<file path="src/rtl/icblbc_greedy_code_sequencer_if.sv">
// Bus bundle for the greedy code sequencer: scan control, result flags and code read port.
interface icblbc_greedy_code_sequencer_if #(
    parameter int unsigned MAX_N = 8
);
    logic             start;
    logic [3:0]       n;
    logic [3:0]       min_hd;
    logic [MAX_N-1:0] start_word;
    logic             busy;
    logic             done;
    logic             error;
    logic             overflow;
    logic [8:0]       code_count;
    logic [7:0]       rd_addr;
    logic [MAX_N-1:0] rd_data;

    modport master (
        output start, n, min_hd, start_word, rd_addr,
        input  busy, done, error, overflow, code_count, rd_data
    );

    modport slave (
        input  start, n, min_hd, start_word, rd_addr,
        output busy, done, error, overflow, code_count, rd_data
    );
endinterface

</file>
<file path="src/rtl/icblbc_greedy_code_sequencer.sv">
// Greedy fixed-length code builder: scans candidates 0..2^n-1 against accepted words.
// ICBLBC_EARLY_ABORT_EN: stop comparing a candidate at its first failing distance.
module icblbc_greedy_code_sequencer #(
    parameter int unsigned MAX_N    = 8,
    parameter int unsigned MAX_CODE = 256
) (
    input logic                           clock,
    input logic                           reset_n,
    icblbc_greedy_code_sequencer_if.slave bus
);
    localparam int unsigned CW   = MAX_N + 1;
    localparam int unsigned HW   = $clog2(MAX_N + 1);
    localparam int unsigned AW   = (MAX_CODE > 1) ? $clog2(MAX_CODE) : 1;
    localparam int unsigned CNTW = 9;
`ifdef ICBLBC_EARLY_ABORT_EN
    localparam bit EARLY_ABORT = 1'b1;
`else
    localparam bit EARLY_ABORT = 1'b0;
`endif

    typedef enum logic [2:0] {IDLE, CHECKP, ISSUE, CHECK, NEXT, DONE} state_t;

    state_t            state_q, state_d;
    logic [3:0]        n_q, n_d, min_hd_q, min_hd_d;
    logic [MAX_N-1:0]  start_word_q, start_word_d;
    logic [CW-1:0]     cand_q, cand_d;
    logic [CNTW-1:0]   j_q, j_d, count_q, count_d;
    logic              rejected_q, rejected_d;
    logic [HW-1:0]     hd_q, hd_d;
    logic              busy_q, busy_d, done_q, done_d;
    logic              error_q, error_d, overflow_q, overflow_d;
    logic [CNTW-1:0]   code_count_q, code_count_d;
    logic [MAX_N-1:0]  rd_data_q, rd_data_d;

    logic [MAX_N-1:0]  code_mem_q [MAX_CODE];
    logic              mem_we_c;
    logic [AW-1:0]     mem_waddr_c;
    logic [MAX_N-1:0]  mem_wdata_c;
    logic [MAX_N-1:0]  op_a_c, op_b_c, diff_c;
    logic [CW-1:0]     max_word_c;
    logic [CNTW-1:0]   cnt_new_c;
    logic              rej_c;

    assign max_word_c = (CW'(1) << n_q) - CW'(1);

    // Hamming-distance unit: operands driven in ISSUE, result registered for CHECK
    always_comb begin
        diff_c = op_a_c ^ op_b_c;
        hd_d   = '0;
        for (int i = 0; i < MAX_N; i++) hd_d = hd_d + HW'(diff_c[i]);
    end

    always_comb begin
        state_d      = state_q;
        n_d          = n_q;
        min_hd_d     = min_hd_q;
        start_word_d = start_word_q;
        cand_d       = cand_q;
        j_d          = j_q;
        count_d      = count_q;
        rejected_d   = rejected_q;
        busy_d       = busy_q;
        done_d       = 1'b0;
        error_d      = error_q;
        overflow_d   = overflow_q;
        code_count_d = code_count_q;
        mem_we_c     = 1'b0;
        mem_waddr_c  = '0;
        mem_wdata_c  = '0;
        op_a_c       = '0;
        op_b_c       = '0;
        cnt_new_c    = count_q;
        rej_c        = rejected_q;
        rd_data_d    = code_mem_q[AW'(bus.rd_addr)];

        case (state_q)
            IDLE: begin
                if (bus.start) begin
                    n_d          = bus.n;
                    min_hd_d     = bus.min_hd;
                    start_word_d = bus.start_word;
                    error_d      = 1'b0;
                    overflow_d   = 1'b0;
                    code_count_d = '0;
                    busy_d       = 1'b1;
                    state_d      = CHECKP;
                end
            end
            CHECKP: begin
                if ((n_q == 4'd0) || (32'(n_q) > MAX_N) || (min_hd_q == 4'd0) ||
                    (min_hd_q > n_q) || ({1'b0, start_word_q} > max_word_c)) begin
                    error_d = 1'b1;
                    count_d = '0;
                    state_d = DONE;
                end else begin
                    mem_we_c    = 1'b1;
                    mem_wdata_c = start_word_q;
                    count_d     = CNTW'(1);
                    cand_d      = '0;
                    j_d         = '0;
                    rejected_d  = 1'b0;
                    state_d     = ISSUE;
                end
            end
            ISSUE: begin
                op_a_c  = MAX_N'(cand_q);
                op_b_c  = code_mem_q[AW'(j_q)];
                state_d = CHECK;
            end
            CHECK: begin
                rej_c      = rejected_q | (32'(hd_q) < 32'(min_hd_q));
                rejected_d = rej_c;
                if (!(EARLY_ABORT && rej_c) && ((j_q + CNTW'(1)) < count_q)) begin
                    j_d     = j_q + CNTW'(1);
                    state_d = ISSUE;
                end else begin
                    state_d = NEXT;
                end
            end
            NEXT: begin
                if (!rejected_q) begin
                    mem_we_c    = 1'b1;
                    mem_waddr_c = AW'(count_q);
                    mem_wdata_c = MAX_N'(cand_q);
                    cnt_new_c   = count_q + CNTW'(1);
                end
                count_d = cnt_new_c;
                if (cand_q == max_word_c) begin
                    state_d = DONE;
                end else if (cnt_new_c == CNTW'(MAX_CODE)) begin
                    overflow_d = 1'b1;
                    state_d    = DONE;
                end else begin
                    cand_d     = cand_q + CW'(1);
                    j_d        = '0;
                    rejected_d = 1'b0;
                    state_d    = ISSUE;
                end
            end
            DONE: begin
                done_d       = 1'b1;
                busy_d       = 1'b0;
                code_count_d = count_q;
                state_d      = IDLE;
            end
            default: state_d = IDLE;
        endcase
    end

    always_ff @(posedge clock) begin
        if (!reset_n) begin
            state_q      <= IDLE;
            n_q          <= '0;
            min_hd_q     <= '0;
            start_word_q <= '0;
            cand_q       <= '0;
            j_q          <= '0;
            count_q      <= '0;
            rejected_q   <= 1'b0;
            hd_q         <= '0;
            busy_q       <= 1'b0;
            done_q       <= 1'b0;
            error_q      <= 1'b0;
            overflow_q   <= 1'b0;
            code_count_q <= '0;
            rd_data_q    <= '0;
        end else begin
            state_q      <= state_d;
            n_q          <= n_d;
            min_hd_q     <= min_hd_d;
            start_word_q <= start_word_d;
            cand_q       <= cand_d;
            j_q          <= j_d;
            count_q      <= count_d;
            rejected_q   <= rejected_d;
            hd_q         <= hd_d;
            busy_q       <= busy_d;
            done_q       <= done_d;
            error_q      <= error_d;
            overflow_q   <= overflow_d;
            code_count_q <= code_count_d;
            rd_data_q    <= rd_data_d;
        end
    end

    // Code RAM has no reset; contents are meaningful only after a completed scan
    always_ff @(posedge clock) begin
        if (mem_we_c) code_mem_q[mem_waddr_c] <= mem_wdata_c;
    end

    assign bus.busy       = busy_q;
    assign bus.done       = done_q;
    assign bus.error      = error_q;
    assign bus.overflow   = overflow_q;
    assign bus.code_count = code_count_q;
    assign bus.rd_data    = rd_data_q;
endmodule

</file>
<file path="src/flat_wrapper.sv">
// flat-port wrapper written by rule: the top's interface ports become plain ports
module icblbc_greedy_code_sequencer_flat 
#(
    parameter int unsigned MAX_N    = 8,
    parameter int unsigned MAX_CODE = 256
)
  (clock, reset_n, bus_start, bus_n, bus_min_hd, bus_start_word, bus_rd_addr, bus_busy, bus_done, bus_error, bus_overflow, bus_code_count, bus_rd_data);
  icblbc_greedy_code_sequencer_if #(.MAX_N(MAX_N)) bus_i ();
  input logic clock;
  input logic reset_n;
  input wire logic [$bits(bus_i.start)-1:0] bus_start;
  input wire logic [$bits(bus_i.n)-1:0] bus_n;
  input wire logic [$bits(bus_i.min_hd)-1:0] bus_min_hd;
  input wire logic [$bits(bus_i.start_word)-1:0] bus_start_word;
  input wire logic [$bits(bus_i.rd_addr)-1:0] bus_rd_addr;
  output wire logic [$bits(bus_i.busy)-1:0] bus_busy;
  output wire logic [$bits(bus_i.done)-1:0] bus_done;
  output wire logic [$bits(bus_i.error)-1:0] bus_error;
  output wire logic [$bits(bus_i.overflow)-1:0] bus_overflow;
  output wire logic [$bits(bus_i.code_count)-1:0] bus_code_count;
  output wire logic [$bits(bus_i.rd_data)-1:0] bus_rd_data;
  assign bus_i.start = bus_start;
  assign bus_i.n = bus_n;
  assign bus_i.min_hd = bus_min_hd;
  assign bus_i.start_word = bus_start_word;
  assign bus_i.rd_addr = bus_rd_addr;
  assign bus_busy = bus_i.busy;
  assign bus_done = bus_i.done;
  assign bus_error = bus_i.error;
  assign bus_overflow = bus_i.overflow;
  assign bus_code_count = bus_i.code_count;
  assign bus_rd_data = bus_i.rd_data;
  icblbc_greedy_code_sequencer #(.MAX_N(MAX_N), .MAX_CODE(MAX_CODE)) u_core (.clock(clock), .reset_n(reset_n), .bus(bus_i));
endmodule
</file>
<file path="config.mk">
export PLATFORM = sky130hd
export DESIGN_NAME = icblbc_greedy_code_sequencer_flat
export DESIGN_NICKNAME = d
export VERILOG_FILES = /design/src/rtl/icblbc_greedy_code_sequencer_if.sv /design/src/rtl/icblbc_greedy_code_sequencer.sv /design/src/flat_wrapper.sv
export SDC_FILE = /design/constraint.sdc
export NUM_CORES = 2
export LEC_CHECK = 0
export ABC_AREA = 0
export CAP_MARGIN = 25
export CORE_ASPECT_RATIO = 0.6
export CORE_MARGIN = 2
export CORE_UTILIZATION = 40
export DETAILED_ROUTE_END_ITERATION = 12
export GPL_ROUTABILITY_DRIVEN = 0
export SYNTH_ARGS = -nofsm -noshare
export SYNTH_HDL_FRONTEND = slang
export SYNTH_SLANG_ARGS = --single-unit
</file>
<file path="constraint.sdc">
create_clock -name clock -period 13.95 [get_ports clock]
set_input_delay 2.0925 -clock clock [delete_from_list [all_inputs] [get_ports clock]]
set_output_delay 2.0925 -clock clock [all_outputs]
set_load 0.02 [all_outputs]
</file>
==> impl_metrics.toml <==
[pwr]
power.share.sequential_pct = 54.2
switchingPower_mw = 2.838
combPwrFrac_pct = 4.1
p_int_mw = 9.995
vdd_drop_max_mv = 0.09348
leakage_nw = 38.08
swShare_pct = 22.12
power_density_nw_per_um2 = 114.9
p_clk_share_pct = 41.8

[die]
io_pins = 48
die_h_um = 391.7
core-area_um2 = 249400
die_w_um = 650.2
initial_core_util_pct = 40.18
num_rows = 142
die-area_um2 = 254700

[global_route]
gr-total-overflow = 0
grt.total_usage_pct = 27.88
grt_pass1_wl_um = 487100
grt_pass1_vias = 56100
antenna_found_initial = 35
grt_max_degree = 177

[timing]
period_share_pct = 56.45
rsz0062_at_grt = "false"
skew_ns = 0.05422
hold_viol_final = 0
max_slew_margin_pct = 18.25
setup_violations = 0
final-max-slew-violation-count = 0
fmax_ghz = 0.1270
period_needed_ns = 7.875
tightest_slew_ns = 1.224
finalSetupTns_ns = 0

[cts]
cts_sinks = 2128
clockBufferDepth = 4
cts_setup_buffers = 0
ctsResizeCount = 0
cts_buffers = 199
insertion_delay_ns = 0.89
cts-root-buf = "clkbuf_16"
cts_max_level = 4
postCtsHoldBufs = 0
clk_pin_slew_ns = 0.08
tritoncts = "yes"

[synth]
syn_area_um2 = 100200
yosys.cell_count.top_type = "edfxtp_1"
yosysUniqueCellTypes = 92
syn_inst = 5118
yosys.area.top_type_share_pct = 61.36
syn_nets = 5180
synth-main-ff-cell = "edfxtp_1"
ys_ff_latch = 2128
seq_area_frac_synth_pct = 62.96
synth-edff-count = 2048
synthTopCellsByArea = "edfxtp_1 61%, mux4_2 26%, dfxtp_1 1.6%"
synth_common_cells = "2048 x edfxtp_1, 1166 x mux4_2, 349 x nor2_1"
syn_area_per_cell_um2 = 19.58
ys_warn_count = 0
synth_largest_area_cell = "edfxtp_1"
synth-async-reset-ratio_pct = 0

[route]
routed_wl_um = 360000
vias = 60420
wl_per_cell_um = 41.20
avgViaCountPerCell = 6.915
drt_iter0_drc = 11560
final_antenna_net_count = 0
drcViolationCount = 0
dr.pass1.iters = 6

[cells_and_area]
fin_nets = 5321
final_area_um2 = 111600
nFillCells = 21070
drive_gt1_share_pct = 33.80
syn_to_final_growth_pct = 11.40

[placement]
dp_hpwl_um = 240900
io_buffers = 47
place_area_um2 = 105200

[setup_path]
startpoint_type = "register"
crit_type = "reg2reg"
worstPathMaxFanout = 83
path_buf_inv = 7
cp_common_cell = "fa_1"
max_stage_delay_ns = 0.88
endpoint_kind = "register"
slowest_stage = "a2111oi_0"
worstPathCellList = "buf_12 > buf_4 > inv_2 > buf_4 > nand2_1 > o22ai_1 > a2111oi_0 > and3_1 > o21ai_0 > a21o_1 > a21oi_1 > ha_1 > inv_1 > fa_1 > inv_1 > fa_1 > fa_1 > inv_1 > fa_1 > nor2b_1"
critPathTopFamily = "buffers and inverters"
worst_ep_arrival_time_ns = 8.67
worst_ep_required_time_ns = 14.75

[min_path]
holdCritPathClass = "reg2reg"

[run_status]
status = "finished clean"

[job]
drv_cap = 0
-- metrics by stage --
stage          worst slack, ns  utilization (%)  instances  hold slack [ns]  total power, mW
2_1_floorplan           0.8434                -       5118           0.4435            7.429
3_3_place_gp             6.311            41.89       8260           0.4538            7.592
3_5_place_dp             6.480            42.16       8330           0.4589            7.600
4_1_cts                  6.451            44.59       8683           0.4802            12.85
5_1_grt                  5.981            44.75       8728           0.4963            13.13
6_report                 6.075            44.76       8738           0.4747            12.83
-- cell families (layout without fill, tap and decap cells) --
group                      Yosys count  after routing  share of synthesized area (%)
adders and majority gates           35             35                         0.4669
muxes                             1296           1296                          27.58
DFF                               2128           2128                          62.96
and+or+nand+nor                    763            763                          3.488
AOI/OAI and AO/OA                  437            437                          3.107
other                                0             15                              0
xor gates and xnor gates            18             18                         0.1573
buffers and inverters              441            734                          2.242
-- power by group through the flow --
stage | clock network, mW | logic (mW) | registers, mW
floorplan | 0 | 0.343 | 7.09
global placement | 0 | 0.503 | 7.09
detailed placement | 0 | 0.511 | 7.09
CTS | 5.39 | 0.512 | 6.95
global route | 5.64 | 0.548 | 6.95
finish | 5.36 | 0.521 | 6.95
-- flip-flops by register name, summed over array words and instances, names as in the netlist, named ones only --
signal,cells
u_core.code_mem_q,2048
u_core.count_q,9
u_core.bus.done,1
u_core.bus.busy,1
u_core.start_word_q,8
u_core.bus.overflow,1
u_core.j_q,9
u_core.n_q,4
u_core.bus.rd_data,8
u_core.min_hd_q,4
u_core.bus.code_count,9
u_core.state_q,3
u_core.bus.error,1
u_core.rejected_q,1
u_core.hd_q,4
u_core.cand_q,9
-- final timing paths --
path                            start  slack [ns]                       end  depth (start not counted)
min          u_core.bus.code_count[8]        0.47  u_core.bus.code_count[8]                          1
max reg2reg                  register        6.07            u_core.hd_q[1]                         20
min reg2reg  u_core.bus.code_count[8]        0.47  u_core.bus.code_count[8]                          1
max                          register        6.07            u_core.hd_q[1]                         20
-- layout by cell type, fill, tap and decap left out, types with 18 or more instances in the layout --
cell / instances
a21boi_0: 23
a21oi_1: 47
a221oi_1: 19
a22oi_1: 45
a31oi_1: 18
buf_4: 233
buf_6: 47
clkbuf_1: 42
clkbuf_16: 202
clkdlybuf4s50_1: 40
clkinv_1: 41
clkinv_2: 40
dfxtp_1: 74
edfxtp_1: 2048
ha_1: 31
inv_1: 29
mux2_2: 37
mux2i_1: 91
mux4_2: 1166
nand2_1: 176
nand2b_1: 20
nand3_1: 48
nor2_1: 349
nor2b_1: 22
nor3_1: 28
o21ai_0: 63
o22ai_1: 55
-- cell type report --
| class | count | area (µm²) | area share [%] |
|---|---|---|---|
| clock buffers | 250 | 5295 | 4.743 |
| diodes | 15 | 37.54 | 0.03362 |
| multi-input cells | 2549 | 35010 | 31.36 |
| flip-flops and latches | 2128 | 63120 | 56.54 |
| clock inverters | 103 | 769.5 | 0.6892 |
| inverters | 32 | 122.6 | 0.1098 |
| repair buffers | 349 | 3149 | 2.821 |
| well taps | 3312 | 4144 | 3.712 |
-- per-layer routing --
metal	global-route usage (%)	wire, µm
met5	1.207	356
met4	6.404	9389
met3	16.64	71250
met1	40.99	142800
met2	34.37	136200
(Power assumes the default switching activity.)
